`config.mk`:
```
export PLATFORM = sky130hd
export DESIGN_NAME = shift_add_mac_seq
export DESIGN_NICKNAME = d
export VERILOG_FILES = /design/src/rtl/shift_add_mac_seq.sv
export SDC_FILE = /design/constraint.sdc
export NUM_CORES = 1
export LEC_CHECK = 0
export BUFFER_PORTS_ARGS = -buffer_cell sky130_fd_sc_hd__buf_4
export CORE_AREA = 2 2 85 108
export CTS_CLUSTER_DIAMETER = 50
export DETAILED_ROUTE_END_ITERATION = 8
export DIE_AREA = 0 0 87 110
export PLACE_DENSITY = 0.69
export RECOVER_POWER = 25
export SLEW_MARGIN = 20
export SYNTH_ARGS = -nofsm -noshare
export SYNTH_HDL_FRONTEND = slang
export SYNTH_SLANG_ARGS = --single-unit
```
`constraint.sdc`:
```
create_clock -name clk -period 3.9 [get_ports clk]
set_clock_uncertainty 0.1 [all_clocks]
set_input_delay 0.585 -clock clk [delete_from_list [all_inputs] [get_ports clk]]
set_output_delay 0.585 -clock clk [all_outputs]
set_load 0.005 [all_outputs]
```
`src/rtl/shift_add_mac_seq.sv`:
```
// ---------------------------------------------------------------------------
// shift_add_mac_seq
//   Sequential shift-add multiplier with a built-in wide accumulator. One
//   multiplier bit is retired per TEST -> (ADD) -> SHIFT pass. Every completed
//   product is latched on `product` and summed into `acc`. `ovf` is sticky.
//
//   Optional feature (compile-time macro SHIFT_ADD_MAC_SIGNED_EN):
//     undefined : unsigned operands, ovf = carry out of acc
//     defined   : two's-complement operands handled as sign-magnitude,
//                 acc sign-extended, ovf = signed overflow of acc
//
// Ports
//   clk      in   1          rising-edge clock
//   reset    in   1          asynchronous, active-low reset
//   start    in   1          request multiply (sampled only in IDLE)
//   a        in   WIDTH      multiplicand (captured in LOAD)
//   b        in   WIDTH      multiplier   (captured in LOAD)
//   acc_clr  in   1          clear acc/ovf (honoured in IDLE or DONE)
//   busy     out  1          state != IDLE
//   done     out  1          one-cycle pulse in DONE
//   product  out  2*WIDTH    last completed product
//   acc      out  ACC_WIDTH  running sum of products (wraps)
//   ovf      out  1          sticky accumulator overflow
// ---------------------------------------------------------------------------
module shift_add_mac_seq #(
  parameter int WIDTH     = 8,
  parameter int ACC_WIDTH = 2*WIDTH+4
) (
  input  logic                   clk,
  input  logic                   reset,
  input  logic                   start,
  input  logic [WIDTH-1:0]       a,
  input  logic [WIDTH-1:0]       b,
  input  logic                   acc_clr,
  output logic                   busy,
  output logic                   done,
  output logic [2*WIDTH-1:0]     product,
  output logic [ACC_WIDTH-1:0]   acc,
  output logic                   ovf
);

  localparam int CNT_W = $clog2(WIDTH);

  typedef enum logic [2:0] {
    S_IDLE  = 3'd0,
    S_LOAD  = 3'd1,
    S_TEST  = 3'd2,
    S_ADD   = 3'd3,
    S_SHIFT = 3'd4,
    S_DONE  = 3'd5
  } state_t;

  state_t             state, next_state;
  logic [WIDTH-1:0]   a_reg, p_reg, q_reg;
  logic               c_reg;
  logic [CNT_W-1:0]   cnt;
  logic               last_bit;

  logic [WIDTH-1:0]   a_mag, b_mag;
  logic [2*WIDTH-1:0] mag;        // {C,P,Q} >> 1, i.e. the value after the final shift
  logic [2*WIDTH-1:0] prod_next;
  logic [ACC_WIDTH-1:0] acc_next;
  logic               ovf_hit;

  assign last_bit = (cnt == CNT_W'(WIDTH-1));
  assign mag      = {c_reg, p_reg, q_reg[WIDTH-1:1]};

`ifdef SHIFT_ADD_MAC_SIGNED_EN
  logic                 sgn;
  logic [ACC_WIDTH-1:0] acc_add;

  // Magnitude of the most negative value is 2^(WIDTH-1), which still fits
  // WIDTH bits when read as unsigned.
  assign a_mag     = a[WIDTH-1] ? (~a + WIDTH'(1)) : a;
  assign b_mag     = b[WIDTH-1] ? (~b + WIDTH'(1)) : b;
  assign prod_next = sgn ? (~mag + (2*WIDTH)'(1)) : mag;
  assign acc_add   = ACC_WIDTH'($signed(prod_next));
  assign acc_next  = acc + acc_add;
  assign ovf_hit   = (acc[ACC_WIDTH-1] == acc_add[ACC_WIDTH-1]) &&
                     (acc_next[ACC_WIDTH-1] != acc[ACC_WIDTH-1]);

  always_ff @(posedge clk or negedge reset) begin
    if (!reset)                sgn <= 1'b0;
    else if (state == S_LOAD)  sgn <= a[WIDTH-1] ^ b[WIDTH-1];
  end
`else
  logic [ACC_WIDTH:0] acc_sum;

  assign a_mag     = a;
  assign b_mag     = b;
  assign prod_next = mag;
  assign acc_sum   = {1'b0, acc} + {1'b0, ACC_WIDTH'(prod_next)};
  assign acc_next  = acc_sum[ACC_WIDTH-1:0];
  assign ovf_hit   = acc_sum[ACC_WIDTH];
`endif

  // NOTE: sequential state uses non-blocking (<=) so every register samples
  // pre-edge values; blocking here would create order-dependent races.
  always_ff @(posedge clk or negedge reset) begin
    if (!reset) state <= S_IDLE;
    else        state <= next_state;
  end

  // NOTE: every output of this block gets a default first, so no path can
  // leave a variable unassigned and infer a latch.
  always_comb begin
    next_state = state;
    busy       = (state != S_IDLE);
    done       = 1'b0;
    case (state)
      S_IDLE:  if (start) next_state = S_LOAD;
      S_LOAD:  next_state = S_TEST;
      S_TEST:  next_state = q_reg[0] ? S_ADD : S_SHIFT;
      S_ADD:   next_state = S_SHIFT;
      S_SHIFT: next_state = last_bit ? S_DONE : S_TEST;
      S_DONE: begin
        done       = 1'b1;
        next_state = S_IDLE;
      end
      default: next_state = S_IDLE;   // illegal encodings recover to IDLE
    endcase
  end

  // NOTE: all datapath registers are small flops (no memory arrays), so each
  // one is reset; a mid-operation reset leaves no partial result behind.
  always_ff @(posedge clk or negedge reset) begin
    if (!reset) begin
      a_reg   <= '0;
      p_reg   <= '0;
      q_reg   <= '0;
      c_reg   <= 1'b0;
      cnt     <= '0;
      product <= '0;
      acc     <= '0;
      ovf     <= 1'b0;
    end else begin
      case (state)
        S_LOAD: begin
          a_reg <= a_mag;
          q_reg <= b_mag;
          p_reg <= '0;
          c_reg <= 1'b0;
          cnt   <= '0;
        end
        S_ADD: {c_reg, p_reg} <= {1'b0, p_reg} + {1'b0, a_reg};
        S_SHIFT: begin
          {c_reg, p_reg, q_reg} <= {1'b0, c_reg, p_reg, q_reg[WIDTH-1:1]};
          if (last_bit) begin
            cnt     <= '0;
            product <= prod_next;
            acc     <= acc_next;
            if (ovf_hit) ovf <= 1'b1;
          end else begin
            cnt <= cnt + CNT_W'(1);
          end
        end
        default: ;
      endcase
      // acc is already updated on entry to DONE, so a clear there zeroes it.
      if ((state == S_IDLE || state == S_DONE) && acc_clr) begin
        acc <= '0;
        ovf <= 1'b0;
      end
    end
  end

endmodule

```
# == Word-level counts from Yosys, hierarchy flattened ==
# Index checks and enable logic that the tools add are counted.
# W data, S select, Z words.
# op_classes
addsub,3
eq_ne,7
mux,17
reduce_logical,14
# ops
cell,count
$mux W20,3
$pmux W8 S3,1
$add A20 B16 Y21,1
$pmux W8 S2,1
$pmux W3 S5,1
$mux W3,4
$reduce_bool A2 Y1,5
$add A8 B8 Y9,1
$eq A3 B3 Y1 const B,3
$eq A3 B2 Y1 const B,2
$pmux W3 S2,1
$reduce_bool A3 Y1,2
$mux W1,5
$reduce_and A2 Y1,2
$add A3 B1 Y3 const B,1
$eq A3 B1 Y1 const B,1
$logic_not A3 Y1,1
$reduce_and A3 Y1,1
$ne A2 B2 Y1 const B,1
$pmux W1 S2,1
$reduce_or A2 Y1,1
$logic_and A1 B1 Y1,1
$logic_or A1 B1 Y1,1
# word_totals
ff_bits,68
in_bits,20
output_inout_bits,39
elab_cells,50

# == Logic depth before layout (Yosys ltp) ==
# Gate-level depths: netlist of the first run.
# depth
depth_word,5
mapped_depth,9

# == Worst setup path before layout of the first run ==
# OpenSTA, ideal clock, no wires.
# synth_timing
kind,register -> register
from,register q_reg[1]
to,register acc[14]
arrival_ps,2007
path_slack_ps,1671
stages_incl_launch_ff,10
period_less_slack_ps,2229
path_cell_list,dfrtp_1 -> ha_1 -> inv_1 -> fa_1 -> nand2b_1 -> a21oi_2 -> o21ai_2 -> a211oi_1 -> o21ai_0 -> a32o_1
# synth_via
elab_chain_len,4
# synth_rtl
element,line,source
"start, declared",54,"logic [WIDTH-1:0] a_reg, p_reg, q_reg;"
"start signal, assigned",140,q_reg <= b_mag;
"start signal, assigned",147,"{c_reg, p_reg, q_reg} <= {1'b0, c_reg, p_reg, q_reg[WIDTH-1:1]};"
$add A20 B16 Y21,92,"assign acc_sum = {1'b0, acc} + {1'b0, ACC_WIDTH'(prod_next)};"
$mux W20,148,if (last_bit) begin
$mux W20,137,case (state)
$mux W20,160,if ((state == S_IDLE || state == S_DONE) && acc_clr) begin
"end signal, assigned",151,acc <= acc_next;
"end, declared",38,"output logic [ACC_WIDTH-1:0] acc,"
# No other way between the ends. The select of a mux whose other input is x is not followed.
# A chain may end at the register's enable or synchronous reset.

# == Worst setup path in the final report of the first run ==
# layout_timing
from,register state[0]
to,register acc[9]
# layout_via
elab_chain_len,5
# layout_rtl
element,line,source
"start, declared",53,"state_t state, next_state;"
"start signal, assigned",101,else state <= next_state;
$eq A3 B3 Y1 / $logic_not A3 Y1 (equally long branches),160,
$logic_or A1 B1 Y1,160,
$logic_and A1 B1 Y1,160,
$reduce_bool A2 Y1 (no line),--,
$reduce_and A2 Y1 (no line),--,
# Several ways; a longest one is shown, not always the timed one.

==> results of run 1 <==
==> through the flow <==
step	setup WS [ps]	hold WS (ps)	utilization, %
final	1250	335	56.7
after global routing	1030	359	56.7
after CTS	1290	271	56.7
after detailed placement	1310	364	54.8
after global placement	1400	364	54.8
after floorplan	1670	189	-
==> per-layer routing <==
metal	up-vias	wire, um	GRT usage, %	share of wire, %
met3	14	361	4.10	3.5
met5	-	0	0	0
met2	84	5320	39.6	51
met4	0	206	9.49	2.0
li1	1748	-	-	-
met1	1742	4520	29.0	43
==> worst max-delay path by stage <==
stage / endpoint / slack, ps
floorplan: acc[14] / 1670
global placement: acc[15] / 1400
detailed placement: acc[15] / 1310
CTS: acc[9] / 1290
global route: acc[9] / 1030
finish: acc[9] / 1250
==> cells in the final DEF, fill, tap and decap left out, types with 3 or more instances in the layout <==
cell / Yosys / final
nand3_1: 3 / 3
dfrtp_1: 68 / 68
clkinv_2: 0 / 4
a221oi_1: 4 / 4
nor2_1: 20 / 20
a22o_1: 7 / 7
buf_4: 0 / 60
nand2b_1: 6 / 6
a21oi_1: 23 / 23
o31ai_1: 3 / 3
clkbuf_8: 0 / 10
xor2_1: 10 / 10
nor2b_1: 7 / 7
and3_1: 3 / 3
nor3_1: 3 / 3
o21ai_0: 28 / 28
nand2_1: 94 / 94
mux2i_1: 3 / 3
o22a_1: 8 / 8
mux2_2: 7 / 7
o22ai_1: 18 / 18
inv_1: 13 / 13
a31oi_1: 7 / 7
o211ai_1: 6 / 6
a211oi_2: 3 / 3
a211oi_1: 3 / 3
xnor2_1: 7 / 7
or3_1: 4 / 4
o21ai_1: 3 / 3
ha_1: 26 / 26
o21a_1: 3 / 3
nor3b_1: 3 / 3
nand4_1: 4 / 4
and2_1: 3 / 3
==> power groups by stage <==
stage          Clock (mW)  Sequential (mW)  Combinational (mW)
5_1_grt             0.549             1.13                1.60
3_3_place_gp            0             1.10                1.38
3_5_place_dp            0             1.11                1.41
4_1_cts             0.525             1.09                1.42
2_1_floorplan           0            0.999                1.18
6_report            0.513             1.10                1.42
==> cell type report <==
| cell class | count | area share [%] |
|---|---|---|
| multi-input cells | 354 | 48.2 |
| flip-flops and latches | 68 | 35.3 |
| repair buffers | 61 | 9.43 |
| clock buffers | 11 | 2.93 |
| well taps | 100 | 2.59 |
| inverters | 13 | 1.01 |
| clock inverters | 5 | 0.570 |
==> tightest hold or removal path, cell delays in order <==
cell and delay, ps:
buf_4 70, nand2_1 30, o21ai_0 60
==> logic make-up (layout without fill, tap and decap cells) <==
| kind of cell | after synthesis | count (layout) | share of synthesized area, % |
|---|---|---|---|
| AOI/OAI and AO/OA | 140 | 140 | 23.1 |
| xor gates and xnor gates | 17 | 17 | 3.55 |
| adders and majority gates | 28 | 28 | 8.70 |
| buffers and inverters | 40 | 90 | 4.02 |
| DFF | 68 | 68 | 40.5 |
| muxes | 10 | 10 | 2.59 |
| and+or+nand+nor | 159 | 159 | 17.5 |
==> impl_metrics.env, run 1 <==
export IMPL_syn_area_per_cell_sq_um=9.09
export IMPL_biggestRegsByFlops="acc x20, product x16"
export IMPL_power_share_combinational_pct=46.9
export IMPL_dpl_instance_area_sq_mm=0.00466
export IMPL_tritoncts="yes"
export IMPL_final_area_sq_mm=0.00483
export IMPL_seqPwrFrac_pct=36.2
export IMPL_die_area_sq_mm=0.00957
export IMPL_placed_cells=596
export IMPL_cp_num_buf_inv=1
export IMPL_grt_pass1_vias=3552
export IMPL_largest_reg_flops=20
export IMPL_hold_start="a[1]"
export IMPL_r2r_end="acc[9]"
export IMPL_r2r_start="state[0]"
export IMPL_yosysMostFrequentCell="nand2_1"
export IMPL_hold_viol_final=0
export IMPL_synth_top_area_share_pct=40.5
export IMPL_synth_edf_count=0
export IMPL_die_x_um=87
export IMPL_cts_root_buf="clkbuf_8"
export IMPL_wl_um=10400
export IMPL_largest_register="acc"
export IMPL_clk_path_buf_depth=2
export IMPL_cts_made_buffers=9
export IMPL_min_delay_worst_endpoint="a_reg[1]"
export IMPL_n_fill_cell=787
export IMPL_diodes=0
export IMPL_critical_path_max_stage_delay_ps=830
export IMPL_cp_top_family="simple AND/OR/NAND/NOR gates"
export IMPL_grt_max_degree=69
export IMPL_synth_area_top_cells="dfrtp_1, nand2_1, ha_1"
export IMPL_drtPass1Iterations=4
export IMPL_critical_path_required_ps=4050
export IMPL_ys_types=61
export IMPL_ys_seq_elements=68
export IMPL_p_switching_mw=1.32
export IMPL_avgViaCountPerCell=5.86
export IMPL_intPower_mw=1.72
export IMPL_syn_nets=510
export IMPL_hold_class="in2reg"
export IMPL_instances_no_fill=612
export IMPL_place_gp_congestion=0.944
export IMPL_path_class="reg2reg"
export IMPL_final_layout_size_suffix_gt1_share_pct=19.3
export IMPL_slew_violations=69
export IMPL_die_y_um=110
export IMPL_htree_levels=3
export IMPL_worst_setup_path_end_kind="flip-flop"
export IMPL_synth_ff_type="dfrtp_1"
export IMPL_crit_path_max_fanout=25
export IMPL_ios=59
export IMPL_cts_resized=0
export IMPL_vias=3588
export IMPL_antenna_found_initial=0
export IMPL_rr_worst_depth=6
export IMPL_dp_hpwl_um=7750
export IMPL_multi_input_comb_area_sq_mm=0.00233
export IMPL_power_frac_clock_pct=16.9
export IMPL_remaining_drc_errors=0
export IMPL_finish_net_count=555
export IMPL_finalPower_mw=3.04
export IMPL_path_cells="nor2_1 -> and3_1 -> buf_4 -> nor2_2 -> nand2_1 -> o41ai_1"
export IMPL_grt_pass1_wl_um=17200
export IMPL_rows=38
export IMPL_violations="max-capacitance violations, max-slew violations"
export IMPL_outcome="finished with violations"
export IMPL_start_util_pct=49.3
export IMPL_setup_viol_count_final=0
export IMPL_final_setup_tns_ps=0
export IMPL_sw_frac_of_total_pct=43.4
export IMPL_dr_first_iter_drc_count=239
export IMPL_pwr_density_cell_mw_per_mm2=629
export IMPL_worstMarginPinSlew_ps=1640
export IMPL_area_growth_pct=15.0
export IMPL_ir_drop_v=0.000406
export IMPL_hold_buffers=0
export IMPL_core_sq_mm=0.00851
export IMPL_r2r_setup_slack_ps=1250
export IMPL_cp_arrival_ps=2800
export IMPL_netlist_area_sq_mm=0.00420
export IMPL_crit_cells=6
export IMPL_synth_common_cells="nand2_1, dfrtp_1, o21ai_0, ha_1, a21oi_1"
export IMPL_yosysWarningCount=0
export IMPL_wl_per_cell_um=17.0
export IMPL_track_usage_pct=23.2
export IMPL_cp_start_kind="flip-flop"
export IMPL_slowest_stage="dfrtp_1"
export IMPL_finalCritPeriodShare_pct=67.9
export IMPL_cts_sinks=68
export IMPL_ant_nets=0
export IMPL_drv_cap=1
export IMPL_fin_crit_ps=2650
export IMPL_hold_depth=3
export IMPL_gr_total_overflow=0
export IMPL_ff_latch_area_sq_mm=0.00170
export IMPL_postSynthCellCount=462
export IMPL_p_leak_nw=2.31
export IMPL_yosysSeqAreaShare_pct=40.5
export IMPL_clk_pin_slew_ps=70
export IMPL_crit_start="state[0]"
export IMPL_fmax_mhz=377
export IMPL_relSlewSlack_pct=-9.34
export IMPL_port_buffers=58
export IMPL_cts_setup_buffers=0
export IMPL_clk_latency_ps=350
export IMPL_rsz0062_at_grt="no"
export IMPL_ys_async_sr_fraction_pct=100
export IMPL_synth_top_cell_by_area="dfrtp_1"
Note: power is estimated with default switching activity, not from simulation.
==> run 2: changes to the inputs <==
Settings changed: ABC_AREA set to 1, CORE_AREA 2 2 85 108 to 2 2 84 107, DIE_AREA 0 0 87 110 to 0 0 86 109, PLACE_DENSITY 0.69 to 0.71.
Clock period 3.9 ns to 2.3 ns, I/O delays scaled along.
==> impl_metrics.env, run 2 <==
export IMPL_tritoncts="yes"
export IMPL_wl_met2_um=4930
export IMPL_diodes=0
export IMPL_hold_start="a[5]"
export IMPL_critical_path_required_ps=2480
export IMPL_drtPass1Iterations=4
export IMPL_fmax_mhz=472
export IMPL_final_area_sq_mm=0.00479
export IMPL_crit_path_max_fanout=4
export IMPL_ys_async_sr_fraction_pct=100
export IMPL_grt_pass1_wl_um=16900
export IMPL_antenna_found_initial=0
export IMPL_path_class="reg2reg"
export IMPL_rows=38
export IMPL_die_y_um=109
export IMPL_sw_frac_of_total_pct=41.4
export IMPL_seqPwrFrac_pct=38.8
export IMPL_clk_path_buf_depth=2
export IMPL_outcome="complete, no violations"
export IMPL_power_frac_clock_pct=19.8
export IMPL_avgViaCountPerCell=5.32
export IMPL_cts_sinks=68
export IMPL_syn_nets=575
export IMPL_clk_latency_ps=360
export IMPL_intPower_mw=2.47
export IMPL_gr_total_overflow=0
export IMPL_dpl_instance_area_sq_mm=0.00464
export IMPL_clk_pin_slew_ps=70
export IMPL_largest_reg_flops=20
export IMPL_biggestRegsByFlops="acc x20, product x16"
export IMPL_hold_viol_final=0
export IMPL_core_sq_mm=0.00842
export IMPL_remaining_drc_errors=0
export IMPL_worst_setup_path_end_kind="flip-flop"
export IMPL_relSlewSlack_pct=13.7
export IMPL_vias=3716
export IMPL_slew_violations=0
export IMPL_finalPower_mw=4.22
export IMPL_start_util_pct=48.5
export IMPL_routed_top_layer="met4"
export IMPL_dp_hpwl_um=7650
export IMPL_synth_top_cell_by_area="dfrtp_1"
export IMPL_p_switching_mw=1.75
export IMPL_fin_hold_ws_ps=116
export IMPL_netlist_area_sq_mm=0.00408
export IMPL_finalCritPeriodShare_pct=92.1
export IMPL_largest_register="acc"
export IMPL_cp_start_kind="flip-flop"
export IMPL_yosysMostFrequentCell="nand2_1"
export IMPL_yosysSeqAreaShare_pct=41.7
export IMPL_wl_met3_um=398
export IMPL_grt_pass1_vias=3680
export IMPL_die_area_sq_mm=0.00937
export IMPL_worstMarginPinSlew_ps=1290
export IMPL_pwr_density_cell_mw_per_mm2=880
export IMPL_port_buffers=58
export IMPL_area_growth_pct=17.3
export IMPL_yosysWarningCount=0
export IMPL_fin_crit_ps=2120
export IMPL_final_setup_tns_ps=0
export IMPL_power_share_combinational_pct=41.3
export IMPL_final_common_cell="nand2_1"
export IMPL_synth_common_cells="nand2_1, dfrtp_1, inv_1, nor2_1, o21ai_0"
export IMPL_ys_types=40
export IMPL_ant_nets=0
export IMPL_postSynthCellCount=527
export IMPL_hold_class="in2reg"
export IMPL_cts_root_buf="clkbuf_8"
export IMPL_cts_made_buffers=9
export IMPL_synth_top_area_share_pct=41.7
export IMPL_drv_cap=0
export IMPL_finish_net_count=642
export IMPL_track_usage_pct=23.0
export IMPL_synth_ff_type="dfrtp_1"
export IMPL_grt_max_degree=47
export IMPL_ios=59
export IMPL_syn_area_per_cell_sq_um=7.75
export IMPL_setup_viol_count_final=0
export IMPL_ys_seq_elements=68
export IMPL_routedLengthMet1_um=4370
export IMPL_synth_area_top_cells="dfrtp_1, nand2_1, ha_1"
export IMPL_wl_per_cell_um=14.2
export IMPL_ir_drop_v=0.000529
export IMPL_layout_common_cells="nand2_1, dfrtp_1, buf_4"
export IMPL_cp_arrival_ps=2300
export IMPL_r2r_start="q_reg[1]"
export IMPL_final_layout_size_suffix_gt1_share_pct=16.4
export IMPL_place_gp_congestion=0.928
export IMPL_wl_um=9930
export IMPL_die_x_um=86
export IMPL_htree_levels=3
export IMPL_synth_edf_count=0
export IMPL_dr_first_iter_drc_count=177
export IMPL_p_leak_nw=2.60
export IMPL_rsz0062_at_grt="no"
export IMPL_crit_start="q_reg[1]"
## run 2: changes by cell type in the layout (fill, tap and decap cells not counted), sizes merged, moves of 6 or more
cell and delta:
o22ai -11, o21ai +9, xor2 -9, inv +45
nor2 +19, nand3 +28, a211oi -6, nor2b -7
nand2 +78, nand2b -6, a21oi +7, o22a -8
## run 2: per-layer routing
layer | vias up | GRT usage (%)
met2 | 79 | 39.6
met5 | - | 0
met4 | 0 | 8.96
met3 | 19 | 5.22
met1 | 1749 | 27.9
li1 | 1869 | -
## run 2: logic make-up (layout without fill, tap and decap cells)
logic type               after synthesis  count (layout)  synth area share, %
AND/OR/NAND/NOR                      258             258                 26.4
AO/OA/AOI/OAI                         95              95                 13.3
flip-flops                            68              68                 41.7
buffers and inverters                 68             139                 7.08
adder cells (fa/ha/maj)               28              28                 8.95
multiplexers                           7               7                 1.93
XOR/XNOR                               3               3                0.644
## run 2: path summary, 6_finish.rpt
kind | to | slack (ps) | depth (start not counted)
max | ovf | 180 | 12
min | a_reg[5] | 120 | 2
max reg2reg | ovf | 180 | 12
min reg2reg | product[10] | 380 | 2
max in group asynchronous | a_reg[2] | 380 | 3
min in group asynchronous | q_reg[4] | 700 | 2
## run 2: power groups by stage
| stage | clock (mW) | combinational, mW | sequential [mW] |
|---|---|---|---|
| floorplan | 0 | 1.34 | 1.58 |
| global placement | 0 | 1.69 | 1.64 |
| detailed placement | 0 | 1.74 | 1.65 |
| CTS | 0.855 | 1.76 | 1.63 |
| global route | 0.903 | 2.00 | 1.66 |
| finish | 0.836 | 1.74 | 1.64 |
## run 2: repair_timing
item | 4_1_cts | 5_1_grt
hold endpoints to repair | 22 | 0
gates resized for setup | 0 | 1
buffers inserted | 0 | 0
setup endpoints to repair | 0 | 2
hold buffers | 1 | 0
## run 2: critical path: stages (launching register included)
cell      delay, ps
dfrtp_1         370
ha_1            210
inv_1            70
fa_1            400
inv_1            90
nand3_1          70
nand3_1         140
nand2_1          90
nand2_2         110
nand2_1          60
nand2_1         110
nand3_1          80
a21boi_0        150
## run 2: final cells by class
type                    count  area, sq um
clock buffers              12          135
clock inverters             3         15.0
fillers                   817         3630
inverters                  58          220
multi-input cells         391         2090
flip-flops and latches     68         1700
well taps                 100          125
repair buffers             66          498
## run 2: stage by stage
| stage | setup WS [ps] | std cells | util [%] |
|---|---|---|---|
| finish | 181 | 698 | 56.9 |
| global route | 24.5 | 698 | 56.9 |
| CTS | 150 | 698 | 57.0 |
| detailed placement | 165 | 682 | 55.1 |
| global placement | 262 | 682 | 55.1 |
| floorplan | 406 | 527 | - |
